File: src/rtl/branch_resolve_unit_pkg.sv
// rtl/branch_resolve_unit_pkg.sv - shared types and constants for the branch resolve unit
//
// Contents:
//   XLEN_DEF    default datapath/PC width
//   bru_state_e FSM encoding (IDLE, REDIRECT, SQUASH)
//   br_type_e   resolved branch kind after priority selection
//   br_type_sel priority encoder, jr > jmp > br
package branch_resolve_unit_pkg;

    localparam int XLEN_DEF = 32;

    typedef enum logic [1:0] {
        IDLE     = 2'd0,
        REDIRECT = 2'd1,
        SQUASH   = 2'd2
    } bru_state_e;

    typedef enum logic [1:0] {
        BR_NONE = 2'd0,
        BR_COND = 2'd1,
        BR_JMP  = 2'd2,
        BR_JR   = 2'd3
    } br_type_e;

    function automatic br_type_e br_type_sel(input logic is_br, input logic is_jmp,
                                             input logic is_jr);
        br_type_e t;
        if (is_jr) begin
            t = BR_JR;
        end else if (is_jmp) begin
            t = BR_JMP;
        end else if (is_br) begin
            t = BR_COND;
        end else begin
            t = BR_NONE;
        end
        return t;
    endfunction

endpackage

File: src/rtl/bru_target_calc.sv
// rtl/bru_target_calc.sv - combinational redirect target and jr alignment check
//
// Ports:
//   br_type   resolved branch kind (priority already applied)
//   ex_pc     PC of the EX instruction
//   ex_offset signed word offset for PC-relative branches and jumps
//   ex_rs_val register value used as the jr target
//   target    redirect address
//   misalign  jr target had nonzero low bits (target is still forced aligned)
module bru_target_calc
    import branch_resolve_unit_pkg::*;
#(
    parameter int XLEN = XLEN_DEF
) (
    input  br_type_e          br_type,
    input  logic [XLEN-1:0]   ex_pc,
    input  logic [XLEN-1:0]   ex_offset,
    input  logic [XLEN-1:0]   ex_rs_val,
    output logic [XLEN-1:0]   target,
    output logic              misalign
);

    always_comb begin
        target   = '0;
        misalign = 1'b0;
        if (br_type == BR_JR) begin
            target   = {ex_rs_val[XLEN-1:2], 2'b00};
            misalign = |ex_rs_val[1:0];
        end else begin
            // Word offset scaled to bytes; overflow wraps modulo 2^XLEN by design.
            target = ex_pc + (ex_offset << 2);
        end
    end

endmodule

File: src/rtl/branch_resolve_unit.sv
// rtl/branch_resolve_unit.sv - resolves taken branches, issues fetch redirect and squash
//
// Optional feature macro: BRU_PERF_CNT_EN (adds br_total / br_taken counters)
//
// Ports:
//   clk, rst              clock (rising edge), synchronous active-high reset
//   ex_valid              EX slot holds a real instruction
//   ex_is_br/jmp/jr       branch kind flags (priority jr > jmp > br)
//   cond_y                condition-unit result for conditional branches
//   ex_pc/ex_offset       PC-relative target operands
//   ex_rs_val             jump-register target
//   stall                 global pipeline stall
//   redirect_valid/pc     registered fetch redirect
//   flush_if_id/id_ex     squash of the wrong-path pipeline registers
//   misalign              sticky flag: a jr target had nonzero low bits
//   br_total/br_taken     conditional-branch counters (BRU_PERF_CNT_EN only)
module branch_resolve_unit
    import branch_resolve_unit_pkg::*;
#(
    parameter int XLEN          = XLEN_DEF,
    parameter int SQUASH_CYCLES = 2
) (
    input  logic              clk,
    input  logic              rst,
    input  logic              ex_valid,
    input  logic              ex_is_br,
    input  logic              ex_is_jmp,
    input  logic              ex_is_jr,
    input  logic              cond_y,
    input  logic [XLEN-1:0]   ex_pc,
    input  logic [XLEN-1:0]   ex_offset,
    input  logic [XLEN-1:0]   ex_rs_val,
    input  logic              stall,
    output logic              redirect_valid,
    output logic [XLEN-1:0]   redirect_pc,
    output logic              flush_if_id,
    output logic              flush_id_ex,
`ifdef BRU_PERF_CNT_EN
    output logic              misalign,
    output logic [31:0]       br_total,
    output logic [31:0]       br_taken
`else
    output logic              misalign
`endif
);

    // The issue edge itself counts as the first flush cycle.
    localparam logic [2:0] SQ_INIT = 3'(SQUASH_CYCLES - 1);

    bru_state_e        state_q, state_d;
    logic [2:0]        count_q, count_d;
    logic              redirect_valid_q, redirect_valid_d;
    logic [XLEN-1:0]   redirect_pc_q, redirect_pc_d;
    logic              flush_q, flush_d;
    logic              misalign_q, misalign_d;

    br_type_e          br_type;
    logic              taken;
    logic [XLEN-1:0]   tgt;
    logic              tgt_misalign;

    assign br_type = br_type_sel(ex_is_br, ex_is_jmp, ex_is_jr);
    assign taken   = ex_valid & (ex_is_jr | ex_is_jmp | (ex_is_br & cond_y));

    bru_target_calc #(.XLEN(XLEN)) u_target_calc (
        .br_type   (br_type),
        .ex_pc     (ex_pc),
        .ex_offset (ex_offset),
        .ex_rs_val (ex_rs_val),
        .target    (tgt),
        .misalign  (tgt_misalign)
    );

    always_comb begin
        state_d          = state_q;
        count_d          = count_q;
        redirect_valid_d = redirect_valid_q;
        redirect_pc_d    = redirect_pc_q;
        flush_d          = flush_q;
        misalign_d       = misalign_q;
        case (state_q)
            IDLE: begin
                // A stalled taken branch simply waits and is re-evaluated next cycle.
                if (taken && !stall) begin
                    state_d          = REDIRECT;
                    redirect_valid_d = 1'b1;
                    redirect_pc_d    = tgt;
                    flush_d          = 1'b1;
                    count_d          = SQ_INIT;
                    if (tgt_misalign) begin
                        misalign_d = 1'b1;
                    end
                end
            end
            REDIRECT: begin
                // The acceptance cycle is also an unstalled flush cycle, so it consumes a count.
                if (!stall) begin
                    redirect_valid_d = 1'b0;
                    if (count_q == 3'd0) begin
                        flush_d = 1'b0;
                        state_d = IDLE;
                    end else begin
                        count_d = count_q - 3'd1;
                        state_d = SQUASH;
                    end
                end
            end
            SQUASH: begin
                if (!stall) begin
                    if (count_q == 3'd0) begin
                        flush_d = 1'b0;
                        state_d = IDLE;
                    end else begin
                        count_d = count_q - 3'd1;
                    end
                end
            end
            default: begin
                state_d          = IDLE;
                redirect_valid_d = 1'b0;
                flush_d          = 1'b0;
                count_d          = 3'd0;
            end
        endcase
    end

    always_ff @(posedge clk) begin
        if (rst) begin
            state_q          <= IDLE;
            count_q          <= 3'd0;
            redirect_valid_q <= 1'b0;
            redirect_pc_q    <= '0;
            flush_q          <= 1'b0;
            misalign_q       <= 1'b0;
        end else begin
            state_q          <= state_d;
            count_q          <= count_d;
            redirect_valid_q <= redirect_valid_d;
            redirect_pc_q    <= redirect_pc_d;
            flush_q          <= flush_d;
            misalign_q       <= misalign_d;
        end
    end

    assign redirect_valid = redirect_valid_q;
    assign redirect_pc    = redirect_pc_q;
    assign flush_if_id    = flush_q;
    assign flush_id_ex    = flush_q;
    assign misalign       = misalign_q;

`ifdef BRU_PERF_CNT_EN
    logic [31:0] br_total_q, br_total_d;
    logic [31:0] br_taken_q, br_taken_d;
    logic        br_count_en;

    // Only branches seen while the unit is idle are on the correct path.
    assign br_count_en = (state_q == IDLE) && ex_valid && ex_is_br && !stall;

    always_comb begin
        br_total_d = br_total_q;
        br_taken_d = br_taken_q;
        if (br_count_en && (br_total_q != 32'hFFFF_FFFF)) begin
            br_total_d = br_total_q + 32'd1;
        end
        if (br_count_en && cond_y && (br_taken_q != 32'hFFFF_FFFF)) begin
            br_taken_d = br_taken_q + 32'd1;
        end
    end

    always_ff @(posedge clk) begin
        if (rst) begin
            br_total_q <= 32'd0;
            br_taken_q <= 32'd0;
        end else begin
            br_total_q <= br_total_d;
            br_taken_q <= br_taken_d;
        end
    end

    assign br_total = br_total_q;
    assign br_taken = br_taken_q;
`endif

endmodule

File: config.mk
export PLATFORM = sky130hd
export DESIGN_NAME = branch_resolve_unit
export DESIGN_NICKNAME = d
export VERILOG_FILES = /design/src/rtl/branch_resolve_unit_pkg.sv /design/src/rtl/bru_target_calc.sv /design/src/rtl/branch_resolve_unit.sv
export SDC_FILE = /design/constraint.sdc
export NUM_CORES = 1
export LEC_CHECK = 0
export CORE_MARGIN = 8
export CORE_UTILIZATION = 25
export CTS_CLUSTER_DIAMETER = 100
export DETAILED_ROUTE_END_ITERATION = 16
export PLACE_DENSITY = 0.61
export SYNTH_ARGS = -nofsm -noshare
export SYNTH_HDL_FRONTEND = slang
export SYNTH_SLANG_ARGS = --single-unit
export TNS_END_PERCENT = 30
File: constraint.sdc
create_clock -name clk -period 3.7 [get_ports clk]
set_input_delay 0.74 -clock clk [delete_from_list [all_inputs] [get_ports clk]]
set_output_delay 0.74 -clock clk [all_outputs]
set_load 0.05 [all_outputs]
==> results of run 1 <==
## metal layers
metal | track usage [%] | vias up | routed length [µm] | share of wire (%)
met5 | 0 | - | 0 | 0
li1 | - | 1970 | - | -
met1 | 15.7 | 1836 | 5420 | 44
met3 | 2.82 | 12 | 619 | 5.0
met2 | 23.7 | 119 | 6140 | 50
met4 | 2.81 | 0 | 168 | 1.4
## per-stage QoR
step | area, µm² | cells | power [mW]
3_3_place_gp | 5130 | 781 | 1.40
6_report | 5280 | 789 | 1.85
5_1_grt | 5280 | 789 | 1.97
3_5_place_dp | 5130 | 781 | 1.42
4_1_cts | 5280 | 789 | 1.87
2_1_floorplan | 3450 | 464 | 1.08
## power by group
group          switching [mW]  internal (mW)
combinational           0.504          0.393
sequential             0.0292          0.481
clock                   0.179          0.266
## cell families after synthesis
logic type / count (synthesis) / share of synthesized area, %
adder cells (fa/ha/maj): 36 / 13.3
AND/OR/NAND/NOR: 157 / 21.1
flip-flops: 40 / 23.2
multiplexers: 6 / 1.74
buffers and inverters: 40 / 5.08
AO/OA/AOI/OAI: 161 / 29.5
XOR/XNOR: 24 / 6.09
## sequential cells by signal, summed over array words and instances (netlist names)
name,count
redirect_pc,32
count_q,3
state_q,2
flush_id_ex,1
misalign,1
redirect_valid,1
## layout by cell type, fill, tap and decap left out, types with 2 or more instances in the layout
cell type	n
a211oi_1	10
a21o_1	12
a21oi_1	56
a21oi_2	2
a311oi_1	4
a31o_1	2
a31oi_1	4
and2_1	3
and3_1	7
buf_4	24
clkbuf_16	5
clkdlybuf4s50_1	137
clkinv_2	2
dfxtp_1	40
ha_1	35
inv_1	14
mux2i_1	6
nand2_1	55
nand2b_1	6
nand3_1	9
nand4_1	7
nor2_1	45
nor2b_1	7
nor3_1	5
nor3b_1	2
o211ai_1	8
o21a_1	3
o21ai_0	21
o21ai_1	16
o21bai_1	3
o22ai_1	5
or3_1	6
xnor2_1	14
xor2_1	10
## worst min path at each step
stage                            startpoint                      endpoint  slack, ps  depth (start not counted)
6_report        redirect_pc[0]$_SDFFE_PP0P_   redirect_pc[0]$_SDFFE_PP0P_        450                          2
5_1_grt        redirect_pc[12]$_SDFFE_PP0P_  redirect_pc[12]$_SDFFE_PP0P_        480                          2
4_1_cts         redirect_pc[0]$_SDFFE_PP0P_   redirect_pc[0]$_SDFFE_PP0P_        460                          2
3_5_place_dp    redirect_pc[0]$_SDFFE_PP0P_   redirect_pc[0]$_SDFFE_PP0P_        450                          2
3_3_place_gp    redirect_pc[0]$_SDFFE_PP0P_   redirect_pc[0]$_SDFFE_PP0P_        440                          2
2_1_floorplan       count_q[0]$_SDFFE_PP0P_       count_q[0]$_SDFFE_PP0P_        440                          2
## layout make-up
cell class	count	area, µm²	area share [%]
clock inverters	2	10.0	0.190
flip-flops and latches	40	801	15.2
clock buffers	6	139	2.63
repair buffers	161	1550	29.4
well taps	180	225	4.27
multi-input cells	384	2480	46.9
inverters	16	72.6	1.38
## worst max-delay path: cells and delay by family
family,cells,cell delay [ps]
compound gates,8,1720
buf+inv,1,400
xor+xnor,1,170
fa+ha+maj,2,630
==> impl_results.rst, run 1 <==
.. list-table::
   :header-rows: 1

   * - Metric
     - Value
   * - Status
     - finished, final reports clean
   * - Global-route congestion overflow total
     - 0
   * - Initial core utilization
     - 25.3%
   * - CTS H-tree lvls
     - 2
   * - HPWL Detailed
     - a little over 10000 µm
   * - Leading area contributor after synthesis
     - dfxtp_1
   * - Number of flops mapped to enable cells by yosys
     - 0
   * - Count of max-cap constraint violations
     - 0
   * - Worst-skew pair later-pin latency
     - approximately 280 ps
   * - Number of rows in the core area
     - 43
   * - Synth Flop Type
     - dfxtp_1
   * - Most frequent CP cell
     - o22ai_1
   * - Maximum clock frequency
     - about 0.28 GHz
   * - Total number of vias
     - slightly below 4000
   * - Critical path data arrival time
     - around 3700 ps
   * - Final weighted congestion of routability-driven global placement
     - 0.863
   * - Launching element of the worst setup path
     - ex_pc[2]
   * - Vert. Die Dim
     - between 100 and 150 µm
   * - Proportion of synthesized chip area in sequential cells
     - 23.2%
   * - Post-CTS clock slew at the launch and capture registers of the worst setup and hold paths
     - ~60 ps
   * - Final-report hold violation count
     - 0
   * - Mean post-synth cell area
     - about 7.4 µm²
   * - Syn Nets
     - approximately 600
   * - Worst hold margin
     - roughly 450 ps
   * - Detailed Route WL
     - roughly 12000 µm
   * - Number of buffers added for setup after CTS
     - 0
   * - Pin count of the biggest net entering global routing
     - 41
   * - Area contributors post-synth
     - dfxtp_1 23%, ha_1 13%, a21oi_1 8.1%, nand2_1 6.0%, nor2_1 4.9%
   * - First-pass DRT Iterations
     - 5
   * - Number of warnings printed during yosys synthesis
     - 0
   * - Residual DRC count
     - 0
   * - Vias in the first global route
     - 3935
   * - Diode insertion count for antenna repair
     - 0
   * - Area growth from synthesis to layout
     - 52.9%
   * - Worst reg2reg endpoint
     - redirect_pc[7]$_SDFFE_PP0P_
   * - Overall fraction of global-route tracks in use
     - approximately an eighth
   * - Max_slew headroom
     - 51.8%
   * - Fraction of the cycle the final worst path needs
     - between 90% and 100%
   * - Largest stage delay, worst path
     - ~410 ps
   * - Path category of the worst min-delay check
     - register to register
   * - Most repeated cell in the gate-level netlist after synthesis
     - a21oi_1
   * - Pins over their slew limit
     - 0
   * - Initial antenna violation count
     - 0
   * - Min Tclk post-route
     - about 3500 ps
   * - Worst clock skew
     - about 5.4 ps
   * - Clk sink count
     - 40
   * - Core outline area
     - 13700 µm²
   * - Count of cell types in the netlist
     - 57
   * - Power density cells
     - roughly 350 nW/µm²
   * - Hold buffer count at cts
     - 0
   * - Cells traversed along the worst timing path
     - clkdlybuf4s50_1 > ha_1 > fa_1 > a21oi_2 > o22ai_1 > a311o_1 > a31oi_4 > o21ai_2 > a221o_2 > a311oi_2 > xor2_1 > o22ai_1
   * - CP max FO
     - 2
   * - Avg WL per Cell
     - 15.6 µm
   * - Cells resized by post-CTS repair
     - 0
   * - Fillcell total
     - between 1000 and 1500
   * - Final Core Density
     - between 30% and 40%
   * - Post-route setup TNS
     - 0 ps
   * - Number of cells traversed by the worst register-to-register path
     - 7
   * - Cts bufs inserted
     - 5
   * - Setup repair after global routing missed its margin
     - false
   * - Cell area after synthesis
     - approximately 3500 µm²
   * - Setup slack on the worst flop-to-flop path
     - about 1900 ps
   * - Violation count after the first detailed-route iteration
     - 196
   * - Floorplan die width
     - ~130 µm
   * - TritonCTS clock tree
     - built
   * - Total number of nets in the final design
     - 748
   * - Clock Path Buffers
     - 2
   * - Cell count after synthesis
     - between 400 and 500
   * - Setup crit start kind
     - input pin
   * - CP Capture Type
     - register
   * - Via density
     - roughly 5.0
   * - Wire length of the first global-routing pass
     - 19500 µm
   * - Fraction of layout cells with a size suffix above 1
     - 6.90%
   * - Worst Setup EP
     - redirect_pc[30]$_SDFFE_PP0P_
   * - Top cells by count, synth
     - 56 x a21oi_1, 55 x nand2_1, 45 x nor2_1
   * - Maximum vdd drop
     - approximately 0.00017 V
   * - Reg-to-reg critical path startpoint
     - state_q[0]$_SDFFE_PP0P_
   * - Overall die area
     - about 18000 µm²
   * - Final worst setup slack
     - around 160 ps
   * - Buffers added on ports
     - 137
   * - Category of the most critical setup path
     - input pin to register
   * - Tightest Pin Transition
     - between 700 and 800 ps
   * - Final setup violation count
     - 0
   * - Yosys reg bits
     - 40
   * - Root Buffer
     - clkbuf_16
   * - Worst Path Required
     - approximately 3800 ps
   * - Pre-CTS setup slack
     - -167 ps
   * - Async S/R FF share, synth
     - 0%
   * - Area fraction of the dominant cell type after synthesis
     - approximately 23%
   * - Highest-delay cell along the critical path
     - fa_1
   * - Leakage power figure
     - 2.12 nW
   * - Remaining antenna violation count after routing
     - 0
   * - I/O pin cnt
     - between 100 and 150
Note: power is estimated with default switching activity, not from simulation.
==> inputs of run 2 (changes only) <==
--- a/config.mk
+++ b/config.mk
@@ -9,6 +9,7 @@
 export CORE_UTILIZATION = 25
 export CTS_CLUSTER_DIAMETER = 100
 export DETAILED_ROUTE_END_ITERATION = 16
+export GPL_ROUTABILITY_DRIVEN = 0
 export PLACE_DENSITY = 0.61
 export SYNTH_ARGS = -nofsm -noshare
 export SYNTH_HDL_FRONTEND = slang
==> run 2 against run 1 <==
Final area grew 0.36%. Largest power group unchanged. Combinational power is essentially flat. Global-route usage grew 0.086 points. Register-to-register slack lost 160 ps. Critical endpoint unchanged. Total power grew 3.4%. First-iteration DRC count grew 5.6%. Sequential cell count is the same. Highest routed layer unchanged.
==> impl_results.rst, run 2 (synthesis gave the netlist of run 1 again) <==
.. list-table::
   :header-rows: 1

   * - Metric
     - Value
   * - I/O pin cnt
     - 140 (unchanged)
   * - Initial antenna violation count
     - 0 (unchanged)
   * - Critical path data arrival time
     - 3710 ps (+30 ps)
   * - Sequential cell area
     - 801 µm² (unchanged)
   * - Worst clock skew
     - 4.67 ps (-0.689 ps)
   * - Global-route congestion overflow total
     - 0 (unchanged)
   * - Total power
     - 1.92 mW (+3.4%)
   * - Clock Path Buffers
     - 2 (unchanged)
   * - Pint
     - 1.19 mW (+4.5%)
   * - Sequential share of power
     - 26.6% (-0.9 points)
   * - Hold-critical path depth
     - 2 (unchanged)
   * - Clock network fraction of design power
     - 26.6% (+2.6 points)
   * - Area growth from synthesis to layout
     - 53.4%
   * - Total number of nets in the final design
     - 748 (unchanged)
   * - Floorplan die width
     - 133 µm (unchanged)
   * - Commonest cells after routing, fill and taps aside
     - 137 x clkdlybuf4s50_1, 56 x a21oi_1, 55 x nand2_1
   * - Number of buffers added for setup after CTS
     - 0 (unchanged)
   * - Cells resized by post-CTS repair
     - 0 (unchanged)
   * - Destination of the worst hold path
     - redirect_pc[0]$_SDFFE_PP0P_
   * - Power density cells
     - 362 nW/µm² (+3.0%)
   * - Vert. Die Dim
     - 133 µm (unchanged)
   * - Final setup violation count
     - 0 (unchanged)
   * - Residual DRC count
     - 0 (unchanged)
   * - Total number of vias
     - 3811 (-3.2%)
   * - CTS H-tree lvls
     - 2 (unchanged)
   * - Setup crit start kind
     - input pin
   * - Core outline area
     - 13700 µm² (unchanged)
   * - Launching element of the worst setup path
     - ex_pc[2]
   * - TritonCTS clock tree
     - built
   * - Number of rows in the core area
     - 43 (unchanged)
   * - Area of the multi-input gates
     - 2480 µm² (unchanged)
   * - Remaining antenna violation count after routing
     - 0 (unchanged)
   * - Root Buffer
     - clkbuf_16
   * - Worst reg2reg endpoint
     - redirect_pc[18]$_SDFFE_PP0P_
   * - Final instance count without filler cells
     - 789 (unchanged)
   * - Pins over their slew limit
     - 0 (unchanged)
   * - Cts bufs inserted
     - 5 (unchanged)
   * - Hold buffer count at cts
     - 0 (unchanged)
   * - Wire length of the first global-routing pass
     - 19900 µm (+1.9%)
   * - Switch Pwr
     - 0.725 mW (+1.6%)
   * - Overall die area
     - 17800 µm² (unchanged)
   * - CP max FO
     - 2 (unchanged)
   * - Fraction of the cycle the final worst path needs
     - 96.1% (+0.55 points)
   * - Via density
     - 4.83 (-3.2%)
   * - Min Tclk post-route
     - 3560 ps (+20.2 ps)
   * - Detailed Route WL
     - 12200 µm (-1.1%)
   * - Flip-flop count of the largest register after layout
     - 32 (unchanged)
   * - Count of max-cap constraint violations
     - 0 (unchanged)
   * - First-pass DRT Iterations
     - 4 (-1)
   * - Final-report hold violation count
     - 0 (unchanged)
   * - Tightest Pin Transition
     - 605 ps (-116 ps)
   * - Share of total power consumed by net switching
     - 37.8% (-0.65 points)
   * - Max_slew headroom
     - 59.7% (+7.9 points)
   * - Worst Path Required
     - 3860 ps (+20 ps)
   * - Worst Hold Launch
     - redirect_pc[0]$_SDFFE_PP0P_
   * - Avg WL per Cell
     - 15.5 µm (-1.1%)
   * - CP Capture Type
     - register
   * - Maximum clock frequency
     - 0.281 GHz (-0.57%)
   * - Clk sink count
     - 40 (unchanged)
   * - Reg-to-reg critical path startpoint
     - state_q[0]$_SDFFE_PP0P_
   * - Placed Instance Area
     - 5130 µm² (unchanged)
   * - Worst-skew pair later-pin latency
     - 280 ps (about the same)
   * - Setup repair after global routing missed its margin
     - false
   * - HPWL Detailed
     - 9940 µm (-1.5%)
   * - Overall fraction of global-route tracks in use
     - 13.3% (+0.086 points)
   * - Setup slack on the worst flop-to-flop path
     - 1700 ps (-160 ps)
   * - Leading cell type in the layout, fill and taps excluded
     - clkdlybuf4s50_1
   * - Pin count of the biggest net entering global routing
     - 41 (unchanged)
   * - Combinational Power Share
     - 46.8% (-1.6 points)
   * - Category of the most critical setup path
     - input pin to register
   * - Number of cells traversed by the worst register-to-register path
     - 7 (unchanged)
   * - Buffers added on ports
     - 137 (unchanged)
   * - Post-placement cell count
     - 781 (unchanged)
   * - Maximum vdd drop
     - 0.000151 V (-12%)
   * - Fraction of layout cells with a size suffix above 1
     - 6.90% (unchanged)
   * - Violation count after the first detailed-route iteration
     - 207 (+5.6%)
   * - Fillcell total
     - 1414 (-2.1%)
   * - Leakage power figure
     - 2.12 nW (+0.15%)
   * - Diode insertion count for antenna repair
     - 0 (unchanged)
   * - Vias in the first global route
     - 4060 (+3.2%)
   * - Initial core utilization
     - 25.3% (unchanged)
   * - Post-CTS clock slew at the launch and capture registers of the worst setup and hold paths
     - 60 ps (about the same)
   * - Status
     - finished, final reports clean
   * - Post-route cell area
     - 5290 µm² (+0.36%)
   * - Path category of the worst min-delay check
     - register to register
## run 2: changes by cell type in the layout (fill, tap and decap cells not counted), sizes merged
cell / delta
bufinv: +1
clkbuf: -1
clkinv: -1
clkinvlp: +1
## run 2: final cells by class
class	instances	share of cell area, %
inverters	16	1.37
repair buffers	161	29.3
flip-flops and latches	40	15.1
clock inverters	3	0.804
well taps	180	4.25
multi-input cells	384	46.8
clock buffers	5	2.36
## run 2: metal layers
| metal | GRT usage (%) | share of wire (%) | up-vias |
|---|---|---|---|
| met1 | 15.8 | 46 | 1755 |
| li1 | - | - | 1970 |
| met5 | 0 | 0 | - |
| met3 | 2.79 | 3.9 | 4 |
| met2 | 24.4 | 50 | 82 |
| met4 | 1.68 | 0.29 | 0 |
## run 2: worst max path at each step
stage,endpoint,slack [ps],depth (start not counted)
after global placement,redirect_pc[30]$_SDFFE_PP0P_,-130,12
final,redirect_pc[30]$_SDFFE_PP0P_,140,12
after floorplan,redirect_pc[30]$_SDFFE_PP0P_,410,11
after detailed placement,redirect_pc[30]$_SDFFE_PP0P_,-170,12
after global routing,redirect_pc[30]$_SDFFE_PP0P_,10,12
after CTS,redirect_pc[30]$_SDFFE_PP0P_,130,12
## run 2: critical path: stages
cell             delay [ps]
clkdlybuf4s50_1         400
ha_1                    230
fa_1                    420
a21oi_2                 170
o22ai_1                 140
a311o_1                 420
a31oi_4                 190
o21ai_2                  90
a221o_2                 390
a311oi_2                260
xor2_1                  170
o22ai_1                  80
## run 2: per-stage QoR
step                TNS, ps  worst slack (ps)  hold WS, ps  utilization [%]
floorplan                 0               414          436                -
global placement       -137              -128          438             37.5
detailed placement     -246              -167          449             37.5
CTS                       0               130          457             38.7
global route              0              13.4          473             38.7
finish                    0               143          455             38.7
## run 2: power by group through the flow
| stage | clock network [mW] | registers [mW] | logic (mW) |
|---|---|---|---|
| after global routing | 0.537 | 0.516 | 0.980 |
| after CTS | 0.522 | 0.510 | 0.902 |
| after global placement | 0 | 0.517 | 0.887 |
| after detailed placement | 0 | 0.519 | 0.898 |
| after floorplan | 0 | 0.645 | 0.436 |
| final | 0.509 | 0.509 | 0.898 |
==> inputs of run 3 (changes only) <==
--- a/config.mk
+++ b/config.mk
@@ -8,6 +8,7 @@
 export CORE_MARGIN = 8
 export CORE_UTILIZATION = 25
 export CTS_CLUSTER_DIAMETER = 100
+export CTS_CLUSTER_SIZE = 12
 export DETAILED_ROUTE_END_ITERATION = 16
 export GPL_ROUTABILITY_DRIVEN = 0
 export PLACE_DENSITY = 0.61
==> results of run 3 <==
The final DEF is identical to that of run 2; final timing and power are the same.
